<file path="config.mk">
export PLATFORM = sky130hd
export DESIGN_NAME = div_unit
export DESIGN_NICKNAME = d
export VERILOG_FILES = /design/src/rtl/div_unit.sv
export SDC_FILE = /design/constraint.sdc
export NUM_CORES = 1
export LEC_CHECK = 0
export CAP_MARGIN = 30
export CORE_AREA = 2 2 152 154
export CTS_BUF_LIST = sky130_fd_sc_hd__clkbuf_4 sky130_fd_sc_hd__clkbuf_8
export CTS_CLUSTER_SIZE = 14
export DETAILED_ROUTE_END_ITERATION = 7
export DIE_AREA = 0 0 154 156
export HOLD_SLACK_MARGIN = 0.12
export PLACE_DENSITY_LB_ADDON = 0.2
export SLEW_MARGIN = 20
export SYNTH_ARGS = -nofsm -noshare
export SYNTH_HDL_FRONTEND = slang
export SYNTH_SLANG_ARGS = --single-unit
export TNS_END_PERCENT = 10
</file>
<file path="constraint.sdc">
create_clock -name clock -period 4.3 [get_ports clock]
set_input_delay 0.43 -clock clock [delete_from_list [all_inputs] [get_ports clock]]
set_output_delay 0.43 -clock clock [all_outputs]
set_load 0.01 [all_outputs]
</file>
<file path="src/rtl/div_unit.sv">
// Signed restoring divider: quotient to lo, remainder to hi, MIPS truncation semantics.
// Latency: WIDTH+2 edges from the start edge to done. A start is taken only in IDLE or DONE.
// There is no backpressure: a start that arrives while busy is dropped.
module div_unit #(
    parameter int WIDTH = 32
) (
    input  logic             clock,
    input  logic             reset,
    input  logic             start,
    input  logic [WIDTH-1:0] a,
    input  logic [WIDTH-1:0] b,
    output logic [WIDTH-1:0] hi,
    output logic [WIDTH-1:0] lo,
    output logic             busy,
    output logic             done,
    output logic             div_zero
);
    localparam int CW = $clog2(WIDTH);

    typedef enum logic [1:0] {IDLE, CALC, FIX, DONE} state_t;

    state_t           state_q, state_d;
    logic [WIDTH:0]   rem_q, rem_d;
    logic [WIDTH-1:0] quo_q, quo_d;
    logic [WIDTH-1:0] dvs_q, dvs_d;
    logic [CW-1:0]    count_q, count_d;
    logic             sign_q_q, sign_q_d;
    logic             sign_r_q, sign_r_d;
    logic [WIDTH-1:0] hi_q, hi_d;
    logic [WIDTH-1:0] lo_q, lo_d;
    logic             busy_q, busy_d;
    logic             done_q, done_d;
    logic             div_zero_q, div_zero_d;

    logic [WIDTH:0]   shifted;
    logic             ge;

    always_comb begin
        state_d    = state_q;
        rem_d      = rem_q;
        quo_d      = quo_q;
        dvs_d      = dvs_q;
        count_d    = count_q;
        sign_q_d   = sign_q_q;
        sign_r_d   = sign_r_q;
        hi_d       = hi_q;
        lo_d       = lo_q;
        busy_d     = busy_q;
        done_d     = 1'b0;
        div_zero_d = 1'b0;

        // Next dividend bit enters the partial remainder from the top of quo.
        shifted = {rem_q[WIDTH-1:0], quo_q[WIDTH-1]};
        ge      = (shifted >= {1'b0, dvs_q});

        case (state_q)
            IDLE, DONE: begin
                state_d = IDLE;
                busy_d  = 1'b0;
                if (start) begin
                    if (b == '0) begin
                        div_zero_d = 1'b1;
                    end else begin
                        sign_q_d = a[WIDTH-1] ^ b[WIDTH-1];
                        sign_r_d = a[WIDTH-1];
                        quo_d    = a[WIDTH-1] ? -a : a;
                        dvs_d    = b[WIDTH-1] ? -b : b;
                        rem_d    = '0;
                        count_d  = '0;
                        busy_d   = 1'b1;
                        state_d  = CALC;
                    end
                end
            end
            CALC: begin
                rem_d   = ge ? (shifted - {1'b0, dvs_q}) : shifted;
                quo_d   = {quo_q[WIDTH-2:0], ge};
                count_d = count_q + CW'(1);
                if (count_q == CW'(WIDTH - 1)) begin
                    state_d = FIX;
                end
            end
            FIX: begin
                lo_d    = sign_q_q ? -quo_q : quo_q;
                hi_d    = sign_r_q ? -rem_q[WIDTH-1:0] : rem_q[WIDTH-1:0];
                busy_d  = 1'b0;
                done_d  = 1'b1;
                state_d = DONE;
            end
            default: state_d = IDLE;
        endcase
    end

    always_ff @(posedge clock) begin
        if (!reset) begin
            state_q    <= IDLE;
            rem_q      <= '0;
            quo_q      <= '0;
            dvs_q      <= '0;
            count_q    <= '0;
            sign_q_q   <= 1'b0;
            sign_r_q   <= 1'b0;
            hi_q       <= '0;
            lo_q       <= '0;
            busy_q     <= 1'b0;
            done_q     <= 1'b0;
            div_zero_q <= 1'b0;
        end else begin
            state_q    <= state_d;
            rem_q      <= rem_d;
            quo_q      <= quo_d;
            dvs_q      <= dvs_d;
            count_q    <= count_d;
            sign_q_q   <= sign_q_d;
            sign_r_q   <= sign_r_d;
            hi_q       <= hi_d;
            lo_q       <= lo_d;
            busy_q     <= busy_d;
            done_q     <= done_d;
            div_zero_q <= div_zero_d;
        end
    end

    assign hi       = hi_q;
    assign lo       = lo_q;
    assign busy     = busy_q;
    assign done     = done_q;
    assign div_zero = div_zero_q;
endmodule

</file>
# == After elaboration in Yosys (flattened, before gate mapping) ==
# Cells that the tools add are included.
# word_totals
output_inout_bits,67
input_bits,67
elab_cells,59
regBits,172
# op_classes
muxes,23
n_lt_le_gt_ge,1
reduce_logical,8
add_sub_neg,6
bitwise_logic,2
n_eq_ne,7
# op_table
operator,count
two-way mux 32 bit,9
negation 32 bit,4
one-hot mux 32 bit (2 select lines),2
>= comparator 33 x 32 -> 1 bit,1
logical NOT 32 bit,1
subtractor 32 bit,1
two-way mux 5 bit,2
one-hot mux 5 bit (2 select lines),1
AND reduction 3 bit,3
two-way mux 1 bit,6
"!= test 2 bit, second input constant",3
one-hot mux 2 bit (3 select lines),1
"adder 5 x 1 -> 5 bit, second input constant",1
"== test 5 bit, second input constant",1
"== test 2 bit, second input constant",2
nonzero test 2 bit,2
"== test 2 x 1 -> 1 bit, second input constant",1
logical NOT 2 bit,1
two-way mux 2 bit,1
one-hot mux 1 bit (2 select lines),1
OR reduction 2 bit,1
inverter 1 bit,1
bitwise XOR 1 bit,1

# == Longest topological paths before layout ==
# depth
word_depth,5
depth_mapped,14
mapped_depth_nobuf,13

# == Worst setup path after synthesis ==
# Ideal clock, no wire load.
# synth_path
kind,input port to flip-flop
start,in b[2]
end,reg rem_q[24]
required_time_ps,4178
cell_stages,11
path_buffers,2
path_slack_ps,1009
setup_ps,122
t_arrival_ps,3169
cell_sequence,or3_1 or3b_1 buf_2 or3b_4 or4b_4 nand2_2 a21oi_1 and2_4 and2_4 buf_6 a221o_1
# synth_via
elab_chain_len,3
# synth_rtl
element,line_no,rtl
"start, declared",11,"input logic [WIDTH-1:0] b,"
logical NOT 32 bit,61,if (b == '0) begin
!= test 2 bit (no source line),--,
AND reduction 3 bit (no source line),--,
"end signal, assigned",110,rem_q <= rem_d;
"end, declared",23,"logic [WIDTH:0] rem_q, rem_d;"
# Every way passes these cells.
# A chain may end at the register's enable or synchronous reset.

# == Final worst setup path ==
# layout_path
start,in b[2]
end,reg rem_q[1]
# The elaborated chain is that of the path after synthesis.

==> run_results.csv <==
group,metric,value,unit
clock_network,clock_tree.htree_level_count,4,
run_status,status,"finished, final reports clean",
timing,clock_skew,0.0148,ns
finish,drive_above_1_share,0.0550,
synth,netlist_top_cells_area,"dfxtp_1 (31%), o211a_1 (7.1%), xor2_1 (6.9%)",
synth,postSynthAreaPerCell,8.37,um2
synth,synth_seq_cells,172,
finish,area_used_by_sequential_logic_in_the_layout,3440,um2
power_and_ir_drop,switchingPower,2.85,mW
route,final_antenna_net_count,0,
timing,report.final.hold_viol_count,0,
route,detail_route.wl_per_cell,16.8,um
die,core,22400,um2
clock_network,post_cts.resized_instances,0,
flow_run,maxCapViolations,0,
critical_path,criticalPathCategory,"in2reg",
synth,synth_seq_area_share,0.314,
clock_network,clock_latency,0.47,ns
placement,globalplace.congestion,0.873,
critical_path,critical_path.max_fanout,29,
timing,worstMarginPinSlew,0.813,ns
placement,detailed_place_hpwl,21.0,mm
clock_network,clk_transition_reported_paths,0.10,ns
synth,postSynth.asyncResetShare,0,
synth,portion_of_synthesized_cell_area_occupied_by_the_leading_cell_type,0.314,
synth,syn-instance-count,1309,
synth,netlist.top_cell.by_area,"dfxtp_1",
finish,layout.filler_cells,2004,
route,wire_length_reported_by_the_detailed_router,28.5,mm
finish,multiInputGateArea,6950,um2
power_and_ir_drop,power.sequential.fraction,0.344,
finish,syn2layout_area_growth,18.5,%
global_route,pin_count_of_the_biggest_net_entering_global_routing,100,
clock_network,cts_num_sinks,172,
route,route.vias.total,9853,
synth,number_of_synthesized_flops_with_an_enable_pin,0,
global_route,groute.usage.overall,0.237,
route,drt_iter0_drc,681,
route,drc,0,
die,ioPinCount,134,
power_and_ir_drop,power_density,531,nW/um2
synth,post_synth_num_cell_types,66,
global_route,number_of_antenna_violations_at_the_first_check_in_global_routing,0,
finish,post-route-util,0.581,
synth,synth_top_flop_cell,"dfxtp_1",
power_and_ir_drop,clock_power_share,0.183,
timing,setup-tns-final,0,ns
die,floorplan_die_width,154,um
timing,share_of_the_cycle_needed_by_the_critical_path_after_routing,0.854,
global_route,grt_overflow,0,
power_and_ir_drop,max-vdd-ir-drop,0.000328,V
power_and_ir_drop,internal-power,4.04,mW
die,die_height,156,um
critical_path,cp.arrival,4.05,ns
finish,final_cell_mix,"nand2_1 (190), dfxtp_1 (172), clkdlybuf4s50_1 (131)",
critical_path,endpoint_type_of_the_worst_setup_path,"flop",
die,die_area,24000,um2
route,drt_pass1_iterations,6,
synth,syn_nets,1418,
global_route,grt_first_pass_wirelength,46.4,mm
die,rows,55,
synth,mappedNetlistArea,11000,um2
timing,max_clock_freq,272,MHz
clock_network,clock_tree.buffer_depth,2,
timing,rsz0062_at_grt,"false",
timing,slew_headroom,0.456,
power_and_ir_drop,static-leakage-power,5.62,nW
timing,setup_viol,0,
timing,final-max-slew-violation-count,0,
power_and_ir_drop,power.share.combinational,0.473,
worst_hold_path,worst_min_delay_path_class,"reg2reg",
critical_path,wp_data_required,4.68,ns
clock_network,cts_tree,"yes",
route,routed_via_density,5.79,
placement,portBuffers,133,
clock_network,cts_setup_buffers,0,
clock_network,cts.hold.buffers_added,0,
finish,layout.cells.most_common,"nand2_1",
clock_network,root_buffer,"clkbuf_8",
finish,final_nets,1513,
power_and_ir_drop,power.share.switching,0.413,
die,initial_cell_density_of_the_core,0.490,
clock_network,cts-buffers-inserted,17,
finish,n_antenna_cell,0,
global_route,via_count_of_the_first_global_routing_pass,9116,
timing,period_needed,3.67,ns
critical_path,timing.critical_path.from_type,"input port",
synth,synth-warning-count,0,
==> logic make-up (layout without fill, tap and decap cells) <==
family,count (synthesis),after routing,synth area share
and+or+nand+nor,399,399,0.176
AOI/OAI and AO/OA,361,361,0.250
DFF,172,172,0.314
adders and majority gates,42,42,0.0486
buffers and inverters,144,252,0.0539
muxes,43,43,0.0393
xor gates and xnor gates,148,148,0.118
==> layer usage <==
layer  wire length (um)  track usage  vias to the layer above  share of wire
li1                   -            -                     4896              -
met4                493       0.0659                        0          0.017
met1              13600        0.332                     4661           0.48
met5                  0            0                        -              0
met3               1480       0.0372                       30          0.052
met2              12900        0.378                      266           0.45
==> flip-flops by register name, indices dropped and copies added, names as in the netlist, 2 cells and up <==
signal and flops:
rem_q 32, hi 32, state_q 2, quo_q 32
dvs_q 32, lo 32, count_q 5
==> power groups by stage <==
stage / registers [mW] / logic (mW) / clock network (mW)
final: 2.37 / 3.26 / 1.26
after global routing: 2.42 / 3.63 / 1.36
after CTS: 2.38 / 3.20 / 1.29
after detailed placement: 2.42 / 3.19 / 0
after global placement: 2.41 / 3.15 / 0
after floorplan: 2.34 / 2.18 / 0
==> per-stage QoR <==
stage	instance area, um2	setup WS, ns	instances	hold WS (ns)	power, mW
CTS	12900	0.698	1699	0.475	6.88
detailed placement	12500	0.205	1667	0.463	5.61
finish	13000	0.629	1702	0.474	6.89
global route	13000	0.491	1702	0.492	7.41
floorplan	11000	1.01	1309	0.431	4.53
global placement	12500	0.306	1667	0.459	5.55
==> worst paths after layout <==
kind,startpoint,to,slack (ns),depth (start not counted)
setup / recovery,b[2],rem_q[1],0.63,11
hold / removal,count_q[4],count_q[4],0.47,2
hold reg to reg,count_q[4],count_q[4],0.47,2
setup reg to reg,quo_q[31],rem_q[20],0.76,13
==> worst max-delay path, cell delays in order <==
cell and delay, ns:
clkdlybuf4s50_1 0.47, or3_1 0.43, or3b_1 0.48, or3b_4 0.44, or4b_4 0.59, and3_2 0.30, a21oi_4 0.23, and2_1 0.16
buf_4 0.32, nand2_1 0.08, o21ai_0 0.11
==> final cells by class <==
cell class	instances	share of cell area
Clock buffer	19	0.0201
Clock inverter	13	0.0142
Inverter	66	0.0191
Multi-Input combinational cell	993	0.536
Sequential cell	172	0.265
Tap cell	285	0.0275
Timing Repair Buffer	154	0.118
==> cell usage after synthesis (10+ instances only) <==
| master | n |
|---|---|
| buf_1 | 10 |
| a32oi_1 | 20 |
| nand2_1 | 190 |
| xor2_1 | 86 |
| o21ai_0 | 54 |
| nand3_1 | 16 |
| nor3_1 | 22 |
| or4_1 | 20 |
| xnor2_1 | 62 |
| nor2b_1 | 29 |
| o41ai_1 | 19 |
| a221o_1 | 13 |
| mux2i_1 | 43 |
| dfxtp_1 | 172 |
| nor2_1 | 46 |
| o31ai_1 | 35 |
| or3_1 | 15 |
| ha_1 | 41 |
| clkbuf_1 | 54 |
| inv_1 | 66 |
| a21oi_1 | 48 |
| a21boi_1 | 19 |
| o211a_1 | 78 |
| a21o_1 | 14 |
(Power assumes the default switching activity.)
